--- src/rtl/stream_unpacker_if.sv ---
// Handshake bundle for stream_unpacker: a wide upstream word stream and a
// narrow downstream lane stream, seen from the unpacker (slave) or its environment (master).
interface stream_unpacker_if #(
    parameter int LW    = 8,
    parameter int LANES = 4
);
    localparam int CW = $clog2(LANES);

    logic                  i_valid;
    logic                  o_ready;
    logic [LANES*LW-1:0]   i_data;
    logic [CW-1:0]         i_count;
    logic                  o_valid;
    logic                  i_ready;
    logic [LW-1:0]         o_data;
    logic                  o_last;

    modport slave (
        input  i_valid, i_data, i_count, i_ready,
        output o_ready, o_valid, o_data, o_last
    );

    modport master (
        output i_valid, i_data, i_count, i_ready,
        input  o_ready, o_valid, o_data, o_last
    );
endinterface

--- src/rtl/stream_unpacker.sv ---
// Splits a wide word of up to LANES lanes into a lane-per-beat stream, lane 0 first,
// accepting the next word in the same cycle the final lane drains.
module stream_unpacker #(
    parameter int LW    = 8,
    parameter int LANES = 4
) (
    input  logic               clk,
    input  logic               rst,
    stream_unpacker_if.slave   bus
);
    localparam int CW = $clog2(LANES);

    typedef enum logic [0:0] {
        IDLE = 1'b0,
        BUSY = 1'b1
    } state_e;

    state_e                state_q, state_d;
    logic [LANES*LW-1:0]   word_q, word_d;
    logic [CW-1:0]         last_q, last_d;
    logic [CW-1:0]         idx_q, idx_d;

    logic                  busy_s;
    logic                  at_last_s;
    logic                  ihs_s;
    logic                  ohs_s;
    logic [LW-1:0]         lane_s;

    assign busy_s    = (state_q == BUSY);
    assign at_last_s = (idx_q == last_q);
    assign ohs_s     = busy_s & bus.i_ready;
    // o_ready depends on i_ready so a new word can land while the last lane leaves
    assign ihs_s     = bus.i_valid & bus.o_ready;
    assign lane_s    = word_q[idx_q*LW +: LW];

    assign bus.o_ready = (state_q == IDLE) | (ohs_s & at_last_s);
    assign bus.o_valid = busy_s;
    assign bus.o_last  = busy_s & at_last_s;
    assign bus.o_data  = busy_s ? lane_s : {LW{1'b0}};

    // Next-state logic: load, advance lane index, or drain back to IDLE
    always_comb begin
        state_d = state_q;
        word_d  = word_q;
        last_d  = last_q;
        idx_d   = idx_q;
        case (state_q)
            IDLE: begin
                if (ihs_s) begin
                    state_d = BUSY;
                    word_d  = bus.i_data;
                    last_d  = bus.i_count;
                    idx_d   = {CW{1'b0}};
                end else begin
                    state_d = IDLE;
                end
            end
            BUSY: begin
                if (ohs_s) begin
                    if (!at_last_s) begin
                        idx_d = idx_q + CW'(1);
                    end else if (ihs_s) begin
                        word_d = bus.i_data;
                        last_d = bus.i_count;
                        idx_d  = {CW{1'b0}};
                    end else begin
                        state_d = IDLE;
                    end
                end else begin
                    state_d = BUSY;
                end
            end
            default: begin
                state_d = IDLE;
            end
        endcase
    end

    // State and datapath registers, cleared asynchronously
    always_ff @(posedge clk or posedge rst) begin
        if (rst) begin
            state_q <= IDLE;
            word_q  <= {(LANES*LW){1'b0}};
            last_q  <= {CW{1'b0}};
            idx_q   <= {CW{1'b0}};
        end else begin
            state_q <= state_d;
            word_q  <= word_d;
            last_q  <= last_d;
            idx_q   <= idx_d;
        end
    end
endmodule

--- src/flat_wrapper.sv ---
// flat-port wrapper written by rule: the top's interface ports become plain ports
module stream_unpacker_flat 
#(
    parameter int LW    = 8,
    parameter int LANES = 4
)
  (clk, rst, bus_i_valid, bus_i_data, bus_i_count, bus_i_ready, bus_o_ready, bus_o_valid, bus_o_data, bus_o_last);
  stream_unpacker_if #(.LW(LW), .LANES(LANES)) bus_i ();
  input  logic clk;
  input  logic rst;
  input wire logic [$bits(bus_i.i_valid)-1:0] bus_i_valid;
  input wire logic [$bits(bus_i.i_data)-1:0] bus_i_data;
  input wire logic [$bits(bus_i.i_count)-1:0] bus_i_count;
  input wire logic [$bits(bus_i.i_ready)-1:0] bus_i_ready;
  output wire logic [$bits(bus_i.o_ready)-1:0] bus_o_ready;
  output wire logic [$bits(bus_i.o_valid)-1:0] bus_o_valid;
  output wire logic [$bits(bus_i.o_data)-1:0] bus_o_data;
  output wire logic [$bits(bus_i.o_last)-1:0] bus_o_last;
  assign bus_i.i_valid = bus_i_valid;
  assign bus_i.i_data = bus_i_data;
  assign bus_i.i_count = bus_i_count;
  assign bus_i.i_ready = bus_i_ready;
  assign bus_o_ready = bus_i.o_ready;
  assign bus_o_valid = bus_i.o_valid;
  assign bus_o_data = bus_i.o_data;
  assign bus_o_last = bus_i.o_last;
  stream_unpacker #(.LW(LW), .LANES(LANES)) u_core (.clk(clk), .rst(rst), .bus(bus_i));
endmodule
--- config.mk ---
export PLATFORM = sky130hd
export DESIGN_NAME = stream_unpacker_flat
export DESIGN_NICKNAME = d
export VERILOG_FILES = /design/src/rtl/stream_unpacker_if.sv /design/src/rtl/stream_unpacker.sv /design/src/flat_wrapper.sv
export SDC_FILE = /design/constraint.sdc
export NUM_CORES = 1
export LEC_CHECK = 0
export BUFFER_PORTS_ARGS = -buffer_cell sky130_fd_sc_hd__buf_2
export CORE_MARGIN = 10
export CORE_UTILIZATION = 56
export DETAILED_ROUTE_END_ITERATION = 10
export PLACE_DENSITY = 0.84
export SETUP_SLACK_MARGIN = 0.02
export SLEW_MARGIN = 25
export SYNTH_ARGS = -nofsm -noshare
export SYNTH_HDL_FRONTEND = slang
export SYNTH_SLANG_ARGS = --single-unit
--- constraint.sdc ---
create_clock -name clk -period 4.35 [get_ports clk]
set_input_delay 0.87 -clock clk [delete_from_list [all_inputs] [get_ports clk]]
set_output_delay 0.87 -clock clk [all_outputs]
set_load 0.01 [all_outputs]
==> run summary <==
Period utilisation layout: 66.9%
Post-Syn Instances: 128
Layout fillers: 236
H-tree depth: 2
Global route hottest layer: met2
Worst Reg-to-Reg Cells: 4
Synth unique cells: 31
Pwr Density: 778 nW/um^2
Share of the yosys chip area belonging to registers: 50.8%
Layout cells sized above 1: 54.0%
Final critical-path required period: 2.91 ns
Die ar.: 5940 um^2
Die Ht: 77.1 um
Max-Cap Viols: 0
All-Layer GR Usage: 13.5%
Fin. max-slew vios: 0
Post-synth top area share: 50.8%
Area grow syn2layout: 16.3%
Routed WL per cell: 17.5 um
Setup crit start kind: flip-flop
Dpl cell area: 2060 um^2
Initial Utilization: 59.2%
Syn Area/Cell: 14.2 um^2
Internal reg-to-reg setup slack: 1.79 ns
Met1 Use GR: 13.4%
DR iter-0 viols: 77
RSZ-0062 raised after global routing: false
Area contributors post-synth: dfrtp_1 51%, mux2_2 17%, mux4_2 9.9%, and2_1 2.7%, buf_6 1.9%
Max_slew headroom: 32.7%
CP max-delay cell: dfrtp_1
Crit path from: u_core.idx_q[0]
Worst-path cell chain: mux4_2 > and2_1 > buf_2
Final Util: 68.9%
Yosys warns: 0
Min-delay worst type: reg2reg
Reg2reg end: u_core.word_q[0]
FMAX: 344 MHz
Initial antenna violation count: 0
Slowest stage delay, CP: 0.81 ns
Final nets: 214
Hold path start: u_core.word_q[13]
Maximum resistive drop on vdd: 432 uV
CTS Root Cell: clkbuf_4
Worst slack, placed: 1.76 ns
Crit end category: output pin
CTS tree: built
I/O pin total: 49
Grt total ovfl: 0
Largest net degree at the start of global routing: 38
Worst-path fanout max: 13
DP HPWL: 2900 um
Width of the die: 77.1 um
Antenna Cells: 0
Worst EP required: 3.48 ns
Final Worst Setup Slack: 1.44 ns
Worst-path clk slew: 0.11 ns
Final TNS setup: 0 ns
Slew @ Worst Pin: 1.01 ns
Skew final: 0.0131 ns
Met3 Use GR: 5.71%
GR Util met2: 24.6%
Total power: 1.65 mW
Hold path depth: 1
GP Congestion: 0.858
Via/cell ratio: 5.38
# setup viols final: 0
First-pass GRT wire length: 6410 um
Post-route cell area: 2120 um^2
Clock sinks: 37
Drt pass-1 iters: 4
I/O Buffers: 48
Hold-fix buffers, CTS: 0
Drc violations: 0
Post-route ant nets: 0
Synth Cell Area: 1820 um^2
Leakage power: 0.975 nW
CORE AREA: 3080 um^2
Outcome: complete, no violations
TritonCTS Buffers: 5
Vias in the first global route: 1392
Worst Path Arrival: 2.04 ns
FF-to-FF Start: u_core.idx_q[0]
Drt total wl: 3850 um
Clk_lat worst skew: 0.34 ns
Hold Path End: u_core.word_q[13]
Fin. Hold Viols: 0
CP Class: reg2out
Post-CTS Setup Inserts: 0
#FFs+latches synth: 37
Vias: 1183
Cells resized by post-CTS repair: 0
Leading area contributor after synthesis: dfrtp_1
Rows: 20
Synthesized net count: 166
CTS max path bufs: 2
## cells by family (layout without fill, tap and decap cells)
family	count (synthesis)	count (layout)	synth area share, %
flops	37	37	50.8
buf+inv	13	61	4.39
mux	42	42	31.2
xor+xnor	4	4	2.33
simple gates	17	17	5.22
compound gates	15	15	6.11
## registers in the layout (all words and copies together) (netlist names)
name	count
u_core.bus.o_valid	1
u_core.word_q	32
u_core.idx_q	2
u_core.last_q	2
## where the power goes
group	total, mW	leakage (nW)	internal (mW)	switching (mW)
sequential	0.679	0.439	0.518	0.161
clock	0.183	0.0314	0.0763	0.106
combinational	0.788	0.505	0.474	0.313
## placed cells by master (no fill, tap or decap), types with 2 or more instances in the layout
cell type | netlist | layout
a21oi_1 | 3 | 3
o21ai_0 | 3 | 3
mux2_2 | 27 | 27
mux2i_1 | 2 | 2
dfrtp_1 | 37 | 37
and2_1 | 8 | 8
nor2_1 | 2 | 2
mux2_1 | 3 | 3
clkbuf_4 | 0 | 5
xor2_1 | 2 | 2
buf_2 | 0 | 48
nand2_1 | 4 | 4
inv_1 | 5 | 5
mux2_4 | 2 | 2
mux4_2 | 8 | 8
## cells in the mapped netlist
| cell type | n |
|---|---|
| a22o_1 | 1 |
| a21oi_1 | 3 |
| xnor2_1 | 1 |
| o41ai_1 | 1 |
| xor2_1 | 2 |
| nor2_1 | 2 |
| mux4_2 | 8 |
| nand3_2 | 1 |
| a211oi_1 | 1 |
| and3_1 | 1 |
| and2_1 | 8 |
| nand4_1 | 1 |
| mux2_1 | 3 |
| o22ai_1 | 1 |
| inv_1 | 5 |
| mux2i_1 | 2 |
| o21ai_4 | 1 |
| mux2_2 | 27 |
| o21ai_0 | 3 |
| a211o_1 | 1 |
| o32ai_1 | 1 |
| o2111ai_1 | 1 |
| clkbuf_1 | 2 |
| a22oi_1 | 1 |
| clkbuf_2 | 1 |
| buf_6 | 3 |
| mux2_4 | 2 |
| buf_4 | 2 |
| dfrtp_1 | 37 |
| xnor2_2 | 1 |
| nand2_1 | 4 |
## routing by layer
metal | part of all wire (%) | wire length (um)
met3 | 6.4 | 246
met1 | 39 | 1500
met4 | 1.2 | 45
met5 | 0 | 0
met2 | 53 | 2050
## worst max-delay path: cells and delay by family, from the launching register on
kind / cells / cell delay [ns]
mux: 1 / 0.57
flops: 1 / 0.81
simple gates: 1 / 0.17
buf+inv: 1 / 0.14
## through the flow
| step | hold slack, ns | std cells |
|---|---|---|
| floorplan | 0.453 | 128 |
| global placement | 0.469 | 213 |
| detailed placement | 0.474 | 213 |
| CTS | 0.504 | 220 |
| global route | 0.541 | 220 |
| finish | 0.503 | 220 |
## how the worst max path moves through the flow
stage / cells after the start / to / slack (ns)
2_1_floorplan: 3 / bus_o_data[5] / 2.14
3_3_place_gp: 3 / bus_o_data[1] / 1.79
3_5_place_dp: 4 / u_core.word_q[10] / 1.76
4_1_cts: 3 / bus_o_data[3] / 1.39
5_1_grt: 3 / bus_o_data[2] / 1.26
6_report: 3 / bus_o_data[2] / 1.44
## cell type report
| class | instances | area (um^2) | area share [%] |
|---|---|---|---|
| timing repair buffer | 49 | 248 | 11.7 |
| multi-input combinational | 78 | 817 | 38.5 |
| inverter | 5 | 18.8 | 0.885 |
| tap | 44 | 55.1 | 2.60 |
| clock buffer | 7 | 55.1 | 2.60 |
| sequential | 37 | 926 | 43.7 |
Power figures use the tool's default switching activity.
